`config.mk`:
```
export PLATFORM = sky130hd
export DESIGN_NAME = alu_muldiv_flat
export DESIGN_NICKNAME = d
export VERILOG_FILES = /design/src/rtl/alu_muldiv_if.sv /design/src/rtl/alu_muldiv.sv /design/src/flat_wrapper.sv
export SDC_FILE = /design/constraint.sdc
export NUM_CORES = 1
export LEC_CHECK = 0
export CORE_ASPECT_RATIO = 1.4
export CORE_MARGIN = 3
export CORE_UTILIZATION = 40
export CTS_CLUSTER_DIAMETER = 100
export DETAILED_ROUTE_END_ITERATION = 10
export SLEW_MARGIN = 10
export SYNTH_ARGS = -nofsm -noshare
export SYNTH_HDL_FRONTEND = slang
export SYNTH_SLANG_ARGS = --single-unit
```
`constraint.sdc`:
```
create_clock -name clk -period 10.4 [get_ports clk]
set_input_delay 2.6 -clock clk [delete_from_list [all_inputs] [get_ports clk]]
set_output_delay 2.6 -clock clk [all_outputs]
set_load 0.1 [all_outputs]
```
`src/rtl/alu_muldiv_if.sv`:
```
// Request/response bus of the execute-stage ALU: request side carries the
// operands and op select, response side carries the registered result.
interface alu_muldiv_if #(
  parameter int XLEN = 32
);
  logic            in_valid;
  logic            in_ready;
  logic [XLEN-1:0] in_a;
  logic [XLEN-1:0] in_b;
  logic [2:0]      func;
  logic            control;
  logic            m_sel;
  logic            out_valid;
  logic            out_ready;
  logic [XLEN-1:0] out_result;
  logic            busy;

  modport master (
    output in_valid, in_a, in_b, func, control, m_sel, out_ready,
    input  in_ready, out_valid, out_result, busy
  );

  modport slave (
    input  in_valid, in_a, in_b, func, control, m_sel, out_ready,
    output in_ready, out_valid, out_result, busy
  );
endinterface

```
`src/rtl/alu_muldiv.sv`:
```
// RV32 execute-stage ALU: single-cycle base ops plus RV32M multiply/divide on
// a shared iterative radix-2 datapath (shift-add / restoring shift-subtract).
module alu_muldiv #(
  parameter int XLEN = 32
) (
  input  logic       clk,
  input  logic       rst_n,
  input  logic       flush,
  alu_muldiv_if.slave bus
);
  localparam int SHW = $clog2(XLEN);
  localparam logic [XLEN-1:0] ZERO = {XLEN{1'b0}};
  localparam logic [XLEN-1:0] ONES = {XLEN{1'b1}};
  localparam logic [XLEN-1:0] MIN  = {1'b1, {(XLEN-1){1'b0}}};

  typedef enum logic [1:0] {IDLE, BUSY, DONE} state_t;

  state_t          state_r;
  logic [XLEN-1:0] acc_r, lo_r, opd_r, result_r;
  logic [SHW-1:0]  cnt_r;
  logic [2:0]      func_r;
  logic            neg_r, in_ready_r, out_valid_r, busy_r;

  logic [XLEN-1:0]   base_s, spec_res_s, a_mag_s, b_mag_s, acc_nx_s, lo_nx_s, fin_s;
  logic [SHW-1:0]    shamt_s;
  logic              a_sgn_s, b_sgn_s, a_neg_s, b_neg_s, neg_s;
  logic              div_zero_s, ovf_s, special_s;
  logic [XLEN:0]     mul_sum_s, rem_sh_s, diff_s;
  logic [2*XLEN-1:0] prod_s;

  assign shamt_s = bus.in_b[SHW-1:0];

  // Base integer operations, funct3 encoded
  always_comb begin
    base_s = ZERO;
    case (bus.func)
      3'b000:  base_s = bus.control ? (bus.in_a - bus.in_b) : (bus.in_a + bus.in_b);
      3'b001:  base_s = bus.in_a << shamt_s;
      3'b010:  base_s = {{(XLEN-1){1'b0}}, ($signed(bus.in_a) < $signed(bus.in_b))};
      3'b011:  base_s = {{(XLEN-1){1'b0}}, (bus.in_a < bus.in_b)};
      3'b100:  base_s = bus.in_a ^ bus.in_b;
      3'b101: begin
        if (bus.control) base_s = $signed(bus.in_a) >>> shamt_s;
        else             base_s = bus.in_a >> shamt_s;
      end
      3'b110:  base_s = bus.in_a | bus.in_b;
      3'b111:  base_s = bus.in_a & bus.in_b;
      default: base_s = ZERO;
    endcase
  end

  // Operand signedness per M-op; the iterative core works on magnitudes only
  always_comb begin
    a_sgn_s = 1'b0;
    b_sgn_s = 1'b0;
    case (bus.func)
      3'b001, 3'b100, 3'b110: begin a_sgn_s = 1'b1; b_sgn_s = 1'b1; end
      3'b010:                 begin a_sgn_s = 1'b1; b_sgn_s = 1'b0; end
      default:                begin a_sgn_s = 1'b0; b_sgn_s = 1'b0; end
    endcase
  end

  assign a_neg_s = a_sgn_s & bus.in_a[XLEN-1];
  assign b_neg_s = b_sgn_s & bus.in_b[XLEN-1];
  assign a_mag_s = a_neg_s ? (ZERO - bus.in_a) : bus.in_a;
  assign b_mag_s = b_neg_s ? (ZERO - bus.in_b) : bus.in_b;
  // Remainder sign follows the dividend; everything else is the XOR of signs
  assign neg_s   = (bus.func == 3'b110) ? a_neg_s : (a_neg_s ^ b_neg_s);

  assign div_zero_s = (bus.in_b == ZERO);
  assign ovf_s      = ~bus.func[0] & (bus.in_a == MIN) & (bus.in_b == ONES);
  assign special_s  = bus.m_sel & bus.func[2] & (div_zero_s | ovf_s);

  always_comb begin
    if (div_zero_s)  spec_res_s = bus.func[1] ? bus.in_a : ONES;
    else if (ovf_s)  spec_res_s = bus.func[1] ? ZERO : bus.in_a;
    else             spec_res_s = ZERO;
  end

  assign mul_sum_s = {1'b0, acc_r} + {1'b0, (lo_r[0] ? opd_r : ZERO)};
  assign rem_sh_s  = {acc_r, lo_r[XLEN-1]};
  assign diff_s    = rem_sh_s - {1'b0, opd_r};

  // One radix-2 step: {acc,lo} is product / {remainder,quotient}
  always_comb begin
    if (!func_r[2]) begin
      acc_nx_s = mul_sum_s[XLEN:1];
      lo_nx_s  = {mul_sum_s[0], lo_r[XLEN-1:1]};
    end else if (!diff_s[XLEN]) begin
      acc_nx_s = diff_s[XLEN-1:0];
      lo_nx_s  = {lo_r[XLEN-2:0], 1'b1};
    end else begin
      acc_nx_s = rem_sh_s[XLEN-1:0];
      lo_nx_s  = {lo_r[XLEN-2:0], 1'b0};
    end
  end

  assign prod_s = neg_r ? ({(2*XLEN){1'b0}} - {acc_nx_s, lo_nx_s}) : {acc_nx_s, lo_nx_s};

  always_comb begin
    case (func_r)
      3'b000:                 fin_s = prod_s[XLEN-1:0];
      3'b001, 3'b010, 3'b011: fin_s = prod_s[2*XLEN-1:XLEN];
      3'b100, 3'b101:         fin_s = neg_r ? (ZERO - lo_nx_s) : lo_nx_s;
      3'b110, 3'b111:         fin_s = neg_r ? (ZERO - acc_nx_s) : acc_nx_s;
      default:                fin_s = ZERO;
    endcase
  end

  // Control FSM with registered handshake outputs; flush beats every handshake
  always_ff @(posedge clk or negedge rst_n) begin
    if (!rst_n) begin
      state_r     <= IDLE;
      acc_r       <= ZERO;
      lo_r        <= ZERO;
      opd_r       <= ZERO;
      result_r    <= ZERO;
      cnt_r       <= {SHW{1'b0}};
      func_r      <= 3'b000;
      neg_r       <= 1'b0;
      in_ready_r  <= 1'b1;
      out_valid_r <= 1'b0;
      busy_r      <= 1'b0;
    end else if (flush) begin
      state_r     <= IDLE;
      in_ready_r  <= 1'b1;
      out_valid_r <= 1'b0;
      busy_r      <= 1'b0;
    end else begin
      case (state_r)
        IDLE: begin
          if (bus.in_valid) begin
            func_r     <= bus.func;
            in_ready_r <= 1'b0;
            if (!bus.m_sel || special_s) begin
              result_r    <= bus.m_sel ? spec_res_s : base_s;
              out_valid_r <= 1'b1;
              state_r     <= DONE;
            end else begin
              acc_r   <= ZERO;
              lo_r    <= bus.func[2] ? a_mag_s : b_mag_s;
              opd_r   <= bus.func[2] ? b_mag_s : a_mag_s;
              neg_r   <= neg_s;
              cnt_r   <= {SHW{1'b1}};
              busy_r  <= 1'b1;
              state_r <= BUSY;
            end
          end
        end
        BUSY: begin
          acc_r <= acc_nx_s;
          lo_r  <= lo_nx_s;
          if (cnt_r == {SHW{1'b0}}) begin
            result_r    <= fin_s;
            out_valid_r <= 1'b1;
            busy_r      <= 1'b0;
            state_r     <= DONE;
          end else begin
            cnt_r <= cnt_r - 1'b1;
          end
        end
        DONE: begin
          if (bus.out_ready) begin
            out_valid_r <= 1'b0;
            in_ready_r  <= 1'b1;
            state_r     <= IDLE;
          end
        end
        default: begin
          state_r     <= IDLE;
          in_ready_r  <= 1'b1;
          out_valid_r <= 1'b0;
          busy_r      <= 1'b0;
        end
      endcase
    end
  end

  assign bus.in_ready   = in_ready_r;
  assign bus.out_valid  = out_valid_r;
  assign bus.out_result = result_r;
  assign bus.busy       = busy_r;
endmodule

```
`src/flat_wrapper.sv`:
```
// flat-port wrapper written by rule: the top's interface ports become plain ports
module alu_muldiv_flat 
#(
  parameter int XLEN = 32
)
  (clk, rst_n, flush, bus_in_valid, bus_in_a, bus_in_b, bus_func, bus_control, bus_m_sel, bus_out_ready, bus_in_ready, bus_out_valid, bus_out_result, bus_busy);
  alu_muldiv_if #(.XLEN(XLEN)) bus_i ();
  input  logic clk;
  input  logic rst_n;
  input  logic flush;
  input wire logic [$bits(bus_i.in_valid)-1:0] bus_in_valid;
  input wire logic [$bits(bus_i.in_a)-1:0] bus_in_a;
  input wire logic [$bits(bus_i.in_b)-1:0] bus_in_b;
  input wire logic [$bits(bus_i.func)-1:0] bus_func;
  input wire logic [$bits(bus_i.control)-1:0] bus_control;
  input wire logic [$bits(bus_i.m_sel)-1:0] bus_m_sel;
  input wire logic [$bits(bus_i.out_ready)-1:0] bus_out_ready;
  output wire logic [$bits(bus_i.in_ready)-1:0] bus_in_ready;
  output wire logic [$bits(bus_i.out_valid)-1:0] bus_out_valid;
  output wire logic [$bits(bus_i.out_result)-1:0] bus_out_result;
  output wire logic [$bits(bus_i.busy)-1:0] bus_busy;
  assign bus_i.in_valid = bus_in_valid;
  assign bus_i.in_a = bus_in_a;
  assign bus_i.in_b = bus_in_b;
  assign bus_i.func = bus_func;
  assign bus_i.control = bus_control;
  assign bus_i.m_sel = bus_m_sel;
  assign bus_i.out_ready = bus_out_ready;
  assign bus_in_ready = bus_i.in_ready;
  assign bus_out_valid = bus_i.out_valid;
  assign bus_out_result = bus_i.out_result;
  assign bus_busy = bus_i.busy;
  alu_muldiv #(.XLEN(XLEN)) u_core (.clk(clk), .rst_n(rst_n), .flush(flush), .bus(bus_i));
endmodule
```
# ---- Word level (Yosys, flattened, before mapping)
# Index checks and enable logic that the tools add are counted.
dict set report totals {
  register_bits 142
  latchBits 0
  mem_bits_rw 0
  romBits 0
  elab_cells 151
  memories 0
}
dict set report classes {
  add_sub_neg 10
  multipliers 0
  n_div 0
  magnitude_cmp 2
  eq_ne 30
  shifts 3
  mux 59
  bitwise 14
  n_reduce_logical 22
}
# op count
set ops {}
lappend ops {{2-to-1 mux 32 bit} 24}
lappend ops {{case mux 32 bit (8 select lines)} 1}
lappend ops {{case mux 32 bit (2 select lines)} 3}
lappend ops {{case mux 32 bit (4 select lines)} 1}
lappend ops {{subtractor 1 x 32 -> 32 bit (first input constant)} 4}
lappend ops {{== test 32 bit (second input constant)} 2}
lappend ops {{less-than comparator 32 bit} 2}
lappend ops {{2-to-1 mux 64 bit} 1}
lappend ops {{subtractor 1 x 64 -> 64 bit (first input constant)} 1}
lappend ops {{adder 32 x 32 -> 33 bit} 1}
lappend ops {{subtractor 33 x 32 -> 33 bit} 1}
lappend ops {{adder 32 bit} 1}
lappend ops {{bitwise AND 32 bit} 1}
lappend ops {{logical NOT 32 bit} 1}
lappend ops {{OR 32 bit} 1}
lappend ops {{left shift 32 x 5 -> 32 bit} 1}
lappend ops {{right shift 32 x 5 -> 32 bit} 1}
lappend ops {{>>> shifter 32 x 5 -> 32 bit} 1}
lappend ops {{subtractor 32 bit} 1}
lappend ops {{XOR 32 bit} 1}
lappend ops {{== test 3 bit (second input constant)} 8}
lappend ops {{2-to-1 mux 1 bit} 16}
lappend ops {{AND reduction 4 bit} 4}
lappend ops {{2-to-1 mux 5 bit} 3}
lappend ops {{other kinds (28)} 59}

# ---- Logic depth before layout (Yosys ltp)
# Gate-level depths: netlist of run 1.
dict set report depth {
  ltp_word 10
  depth_mapped 25
}

# ---- Worst setup path before layout of run 1
# Ideal clock, no wire load.
dict set report synth_timing {
  kind {input-to-reg}
  start {input port bus_in_b[1]}
  end {register u_core.result_r[30] (netlist: u_core.bus.out_result[30])}
  setup_time_ps 138
  arrival_time_ps 6554
  t_required_ps 10262
  setup_slack_ps 3707
  path_stages 18
  path_buffers 3
  path_cell_list {clkbuf_1 > inv_2 > buf_1 > clkbuf_1 > fa_1 > nor2b_1 > o21ai_0 > a21boi_0 > o22ai_1 > a2111oi_0 > o311ai_0 > a21o_1 > a311o_1 > o21a_1 > a211oi_1 > xnor2_1 > a221oi_1 > o221ai_1}
}
dict set report synth_via {
  elab_chain_cells 8
  word_cells_on_any_way 22
  classes_between {2 x add/sub; 2 x eq/ne; 3 x shift; 9 x mux; 3 x bitwise; 3 x reduce/logical}
}
# element line_no
set synth_lines {}
lappend synth_lines {{from (decl)} flat_wrapper.sv:13} ;# input wire logic [$bits(bus_i.in_b)-1:0] bus_in_b;
lappend synth_lines {{parallel branches: the longest is 8 deep, another holds adder 32 bit} n/a}
lappend synth_lines {{to (signal assigned)} alu_muldiv.sv:136} ;# result_r <= bus.m_sel ? spec_res_s : base_s;
lappend synth_lines {{to (signal assigned)} alu_muldiv.sv:154} ;# result_r <= fin_s;
lappend synth_lines {{to (decl)} alu_muldiv.sv:19} ;# logic [XLEN-1:0] acc_r, lo_r, opd_r, result_r;
# Several ways; the timed one is not identified. The select of a mux whose other input is x is not followed.
# A chain may end at the register's enable or synchronous reset.

# ---- Worst setup path in the final report of run 1
dict set report layout_timing {
  start {input port bus_in_b[3]}
  end {register u_core.result_r[30] (netlist: u_core.bus.out_result[30])}
}
# The elaborated chain is that of the path after synthesis.

==> impl_metrics.csv, run 1 <==
group,metric,value,unit
place,placement.io_buffers,108,
synth,syn-num-nets,3712,
grt,grt_use_total,0.3612,
synth,ys_types,113,
die,start_util,0.4048,
timing,finalSetupViolCount,0,
synth,async_flop_share,1.000,
timing,hold_viol_final,0,
critical_path,r2r_cells,27,
drt,via_per_inst,6.535,
pwr,p_sw,0.004299,W
grt,grt_max_degree,129,
critical_path,r2r-end,"u_core.bus.out_result[2]",
clock_tree,clock_latency,460,ps
timing,finalMaxSlewViolations,0,
synth,yosys_warnings,0,
clock_tree,cts_setup_buffers,0,
job,cap_violations,0,
critical_path,regToRegSetupSlack,3400,ps
pwr,power_frac_seq,0.152,
clock_tree,cts_sinks,142,
timing,worst_slack,3134,ps
timing,timing.final.crit_share,0.6986,
cells_and_area,drive_gt1_frac,0.06694,
synth,synth_edf_count,0,
die,core-area,59810,sq um
clock_tree,cts_resized,0,
drt,ant_nets,0,
synth,synth.avg_cell_area,6.984,sq um
synth,synth_seq_cells,142,
critical_path,required,10720,ps
die,die_h,297.1,um
critical_path,crit_type,"in2reg",
synth,synthCells,3467,
timing,finalCriticalPeriod,7266,ps
drt,drt_wl_total,118900,um
pwr,power_frac_clock,0.092,
place,hpwl,93240,um
clock_tree,clockRootBuffer,"clkbuf_16",
cells_and_area,final_common_cell,"o21ai_0",
cells_and_area,final_nets,3668,
drt,drt_pass1_iterations,6,
timing,rsz0062_at_grt,"no",
grt,grt_pass1_wl,175200,um
timing,fin_skew,14.56,ps
die,ioPinCount,109,
timing,slew_headroom,0.1556,
critical_path,cp-startpoint,"bus_in_b[3]",
critical_path,endpoint_kind,"flip-flop",
synth,synth_ff_type,"dfrtp_1",
clock_tree,clk_pin_slew,60,ps
cells_and_area,mostFrequentLayoutCells,"o21ai_0, nand2_1, nor2_1, a21oi_1, ha_1",
grt,antenna_found_initial,3,
critical_path,critPathMaxFanout,30,
timing,tns,0,ps
critical_path,startpoint_type,"primary input",
clock_tree,ctsHtreeMaxLevel,4,
timing,fmax,137.6,MHz
pwr,pwr-share-comb,0.756,
drt,wl_per_cell,27.99,um
timing,worstMarginPinSlew,1255,ps
drt,drtIter0Drc,2451,
cells_and_area,final_util,0.4444,
worst_hold_path,hp-class,"reg2reg",
critical_path,arrival,7590,ps
pwr,leakage,10.70,nW
drt,vias,27770,
die,die_w,213.9,um
clock_tree,cts_buffers,17,
place,gp_congestion,1.050,
die,dieArea,63570,sq um
pwr,irDropWorstVdd,150.5,uV
place,pre_cts_slack,2794,ps
timing,fin_hold_ws,476.0,ps
pwr,switching_share,0.5866,
grt,grt_pass1_vias,27300,
die,num_rows,106,
critical_path,crit_end,"u_core.bus.out_result[30]",
drt,drc,0,
run_status,status,"complete, no violations",
cells_and_area,area_growth,9.786,%
clock_tree,clockBufferDepth,2,
synth,syn_area,24210,sq um
clock_tree,cts_tree,"yes",
critical_path,r2r_start,"u_core.lo_r[31]",
pwr,intPower,0.003030,W
synth,ys_seq_area_frac,0.1468,
grt,grt_remaining_overflow,0,
pwr,p_per_area,275.7,nW/um^2
clock_tree,cts.hold.buffers_added,0,
==> worst min path at each step <==
| stage | startpoint | end | slack, ps | cells after the start |
|---|---|---|---|---|
| 2_1_floorplan | u_core.cnt_r[0] | u_core.cnt_r[0] | 460 | 1 |
| 3_3_place_gp | u_core.bus.out_result[9] | u_core.bus.out_result[9] | 460 | 2 |
| 3_5_place_dp | u_core.bus.out_result[3] | u_core.bus.out_result[3] | 470 | 2 |
| 4_1_cts | u_core.bus.out_result[3] | u_core.bus.out_result[3] | 480 | 2 |
| 5_1_grt | u_core.bus.out_result[15] | u_core.bus.out_result[15] | 520 | 2 |
| 6_report | u_core.bus.out_result[3] | u_core.bus.out_result[3] | 480 | 2 |
==> flip-flops by register name, indices dropped and copies added (netlist names) <==
signal	count
u_core.acc_r	32
u_core.bus.busy	1
u_core.bus.in_ready	1
u_core.bus.out_result	32
u_core.bus.out_valid	1
u_core.cnt_r	5
u_core.func_r	3
u_core.lo_r	32
u_core.neg_r	1
u_core.opd_r	32
u_core.state_r	2
==> metal layers <==
layer	wire length, um	GRT usage
met2	55240	0.6089
met5	13	0
met1	41880	0.3904
met4	13570	0.3324
met3	8249	0.05211
==> worst max-delay path, cell delays in order <==
cell and delay (ps):
buf_2 530, inv_2 490, ha_1 590, o21ai_0 180, a21boi_0 370, o22ai_1 180
a2111oi_1 370, buf_4 230, o311ai_0 180, a21o_1 260, a311o_1 310, o21a_1 180
a211oi_1 250, xnor2_1 140, a221oi_1 510, o221ai_1 170
==> power by group through the flow <==
stage,Combinational (W),Sequential [W],Clock [W]
floorplan,0.00356,0.00139,0
global placement,0.00539,0.00111,0
detailed placement,0.00539,0.00111,0
CTS,0.00543,0.00111,0.000682
global route,0.00597,0.00114,0.000703
finish,0.00554,0.00111,0.000674
==> kinds of logic (layout without fill, tap and decap cells) <==
logic type / count (synthesis) / in the layout / synth area share
buffers and inverters: 416 / 385 / 0.06624
AOI/OAI and AO/OA: 1248 / 1248 / 0.3303
other: 0 / 3 / 0
DFF: 142 / 142 / 0.1468
and+or+nand+nor: 1169 / 1169 / 0.2292
muxes: 147 / 147 / 0.07498
adders and majority gates: 171 / 171 / 0.08960
xor gates and xnor gates: 174 / 174 / 0.06294
==> stage by stage <==
step	std cells	total power, W	area, sq um
floorplan	3467	0.004950	24210
global placement	4214	0.006506	25950
detailed placement	4214	0.006508	25950
CTS	4246	0.007215	26580
global route	4246	0.007815	26580
finish	4249	0.007329	26580
==> synth_stat cells (all sizes together) (12+ instances only) <==
cell / number / area share
o21ai: 372 / 0.077
nand2: 361 / 0.056
nor2: 358 / 0.056
a21oi: 332 / 0.070
clkbuf: 201 / 0.031
inv: 169 / 0.026
ha: 167 / 0.086
dfrtp: 141 / 0.15
xnor2: 127 / 0.046
mux2i: 106 / 0.044
nor3: 94 / 0.019
nand3: 64 / 0.013
a211oi: 58 / 0.018
a31oi: 56 / 0.014
and2: 49 / 0.013
xor2: 47 / 0.017
buf: 45 / 0.0087
o31ai: 45 / 0.015
o211ai: 43 / 0.014
nand4: 42 / 0.012
a221oi: 39 / 0.015
a21o: 38 / 0.012
or3: 35 / 0.0092
nor4: 33 / 0.0099
nand2b: 27 / 0.0070
mux4: 26 / 0.024
and3: 23 / 0.0059
o21a: 23 / 0.0071
nor2b: 22 / 0.0057
a2111oi: 21 / 0.0079
a22o: 20 / 0.0072
o22ai: 19 / 0.0049
o21bai: 17 / 0.0053
a41oi: 15 / 0.0054
mux2: 15 / 0.0070
a22oi: 14 / 0.0043
o221ai: 14 / 0.0051
a311oi: 13 / 0.0047
nor3b: 12 / 0.0041
==> cell type report <==
| cell class | count | area, sq um |
|---|---|---|
| well taps | 810 | 1013 |
| fillers | 6347 | 33230 |
| repair buffers | 183 | 1635 |
| flip-flops and latches | 142 | 3560 |
| multi-input cells | 2909 | 19110 |
| diodes | 3 | 7.507 |
| clock inverters | 11 | 163.9 |
| inverters | 170 | 638.1 |
| clock buffers | 21 | 460.4 |
(Power assumes the default switching activity.)
==> run 2, diff against run 1 <==
- clock period: 10.4 -> 7.5 ns (I/O delays scaled with it)
==> impl_metrics.csv, run 2 (synthesis gave the netlist of run 1 again) <==
group,metric,value,unit
run_status,status,"complete, no violations",
grt,grt_remaining_overflow,0,
critical_path,path_cells,"inv_1 > ha_1 > fa_1 > nand2b_1 > a21oi_1 > o21ba_2 > o211a_4 > nor4_2 > o21ai_2 > nand2_1 > inv_1 > ha_1 > o21ai_0 > or4b_1 > or3_1 > or3_1 > nand4b_1 > o21ai_2 > o21ai_0 > a221oi_1 > o31ai_1 > a211oi_1 > o32a_1",
timing,fin_skew,14.48,ps
pwr,pwr-share-comb,0.756,
pwr,switching_share,0.5884,
place,dp_cells,4249,
grt,grt_pass1_wl,176400,um
pwr,p_per_area,381.7,nW/um^2
critical_path,arrival,7290,ps
drt,drt_pass1_iterations,6,
place,placement.io_buffers,108,
cells_and_area,mostFrequentLayoutCells,"o21ai_0, nand2_1, nor2_1, a21oi_1, ha_1",
timing,slew_headroom,0.1417,
grt,grt_pass1_vias,26910,
pwr,p_sw,0.006025,W
drt,drt_wl_total,121500,um
drt,ant_nets,0,
grt,antenna_found_initial,1,
critical_path,slowest_stage,"dfrtp_1",
drt,drtIter0Drc,2708,
clock_tree,clk_pin_slew,60,ps
cells_and_area,final_common_cell,"o21ai_0",
timing,fmax,145.4,MHz
clock_tree,cts.hold.buffers_added,0,
cells_and_area,final_nets,3703,
clock_tree,cts_sinks,142,
critical_path,regToRegSetupSlack,620,ps
place,hpwl,96630,um
timing,hold_viol_final,0,
pwr,irDropWorstVdd,225.6,uV
place,gp_congestion,1.072,
die,start_util,0.4048,
worst_hold_path,hp-class,"reg2reg",
timing,rsz0062_at_grt,"no",
die,die_w,213.9,um
critical_path,critical-path-top-delay-family,"compound AO/OA/AOI/OAI gates",
clock_tree,clockBufferDepth,2,
timing,tns,0,ps
clock_tree,ctsHtreeMaxLevel,4,
pwr,leakage,10.86,nW
timing,timing.final.crit_share,0.9170,
die,ioPinCount,109,
timing,worstMarginPinSlew,1278,ps
timing,finalCriticalPeriod,6877,ps
clock_tree,cts_buffers,17,
timing,finalMaxSlewViolations,0,
critical_path,startpoint_type,"flip-flop",
drt,vias,27830,
drt,wl_per_cell,28.38,um
critical_path,crit_type,"reg2reg",
clock_tree,clock_latency,480,ps
critical_path,endpoint_kind,"flip-flop",
pwr,power_frac_seq,0.153,
critical_path,required,7920,ps
critical_path,path_buf_inv,2,
die,num_rows,106,
die,die_h,297.1,um
cells_and_area,drive_gt1_frac,0.07637,
pwr,power_frac_clock,0.091,
drt,via_per_inst,6.500,
clock_tree,cts_setup_buffers,0,
clock_tree,cts_resized,0,
clock_tree,cts_tree,"yes",
timing,finalSetupViolCount,0,
clock_tree,clockRootBuffer,"clkbuf_16",
drt,drc,0,
grt,grt_max_degree,86,
critical_path,cpPeakStageDelay,610,ps
die,dieArea,63570,sq um
cells_and_area,area_growth,10.79,%
job,cap_violations,0,
critical_path,critPathMaxFanout,6,
grt,grt_use_total,0.3662,
cells_and_area,fin_cells,4281,
die,core-area,59810,sq um
pwr,intPower,0.004215,W
==> run 2: cell count changes in the layout (fill, tap and decap cells not counted), sizes merged <==
cell	change
buf	+35
bufinv	-1
clkbuf	+1
clkinv	-2
diode	-2
inv	+1
==> run 2: stage by stage <==
stage	setup slack (ps)	power (W)	util	hold WS, ps	area [sq um]
floorplan	1532	0.006864	-	461.9	24210
global placement	790.7	0.009063	0.4381	480.0	26210
detailed placement	797.7	0.009073	0.4381	487.1	26210
CTS	863.1	0.01005	0.4485	501.2	26820
global route	213.8	0.01086	0.4485	532.1	26820
finish	622.9	0.01024	0.4485	496.7	26830
==> run 2: path summary, 6_finish.rpt <==
kind                       cells past startpoint                   endpoint                      from
setup / recovery                              23  u_core.bus.out_result[28]           u_core.lo_r[31]
hold / removal                                 2   u_core.bus.out_result[1]  u_core.bus.out_result[1]
setup reg to reg                              23  u_core.bus.out_result[28]           u_core.lo_r[31]
hold reg to reg                                2   u_core.bus.out_result[1]  u_core.bus.out_result[1]
max in group asynchronous                      2               u_core.neg_r                     rst_n
min in group asynchronous                      1           u_core.opd_r[25]                     rst_n
==> run 2: layout make-up <==
type	count	area (sq um)
Antenna cell	1	2.502
Tap cell	810	1013
Multi-Input combinational cell	2909	19110
Sequential cell	142	3560
Fill cell	6384	32990
Clock buffer	22	484.2
Clock inverter	9	132.6
Inverter	170	638.1
Timing Repair Buffer	218	1886
==> run 2: power by group through the flow <==
| stage | sequential [W] | clock [W] | combinational [W] |
|---|---|---|---|
| final | 0.00157 | 0.000928 | 0.00774 |
| after global routing | 0.00161 | 0.000966 | 0.00829 |
| after CTS | 0.00155 | 0.000932 | 0.00757 |
| after detailed placement | 0.00156 | 0 | 0.00751 |
| after global placement | 0.00156 | 0 | 0.00751 |
| after floorplan | 0.00193 | 0 | 0.00493 |
==> run 2: layer usage <==
layer  track usage  routed length [um]
met4        0.3196               12990
met2        0.6251               57350
met5             0                   0
met1        0.4005               43450
met3       0.04608                7689
==> run 2: worst register-to-register path, delay by kind of cell, from the launching register on <==
family,cells,cell delay (ps)
and+or+nand+nor,7,2230
AOI/OAI and AO/OA,11,2940
buffers and inverters,2,210
DFF,1,610
adders and majority gates,3,850
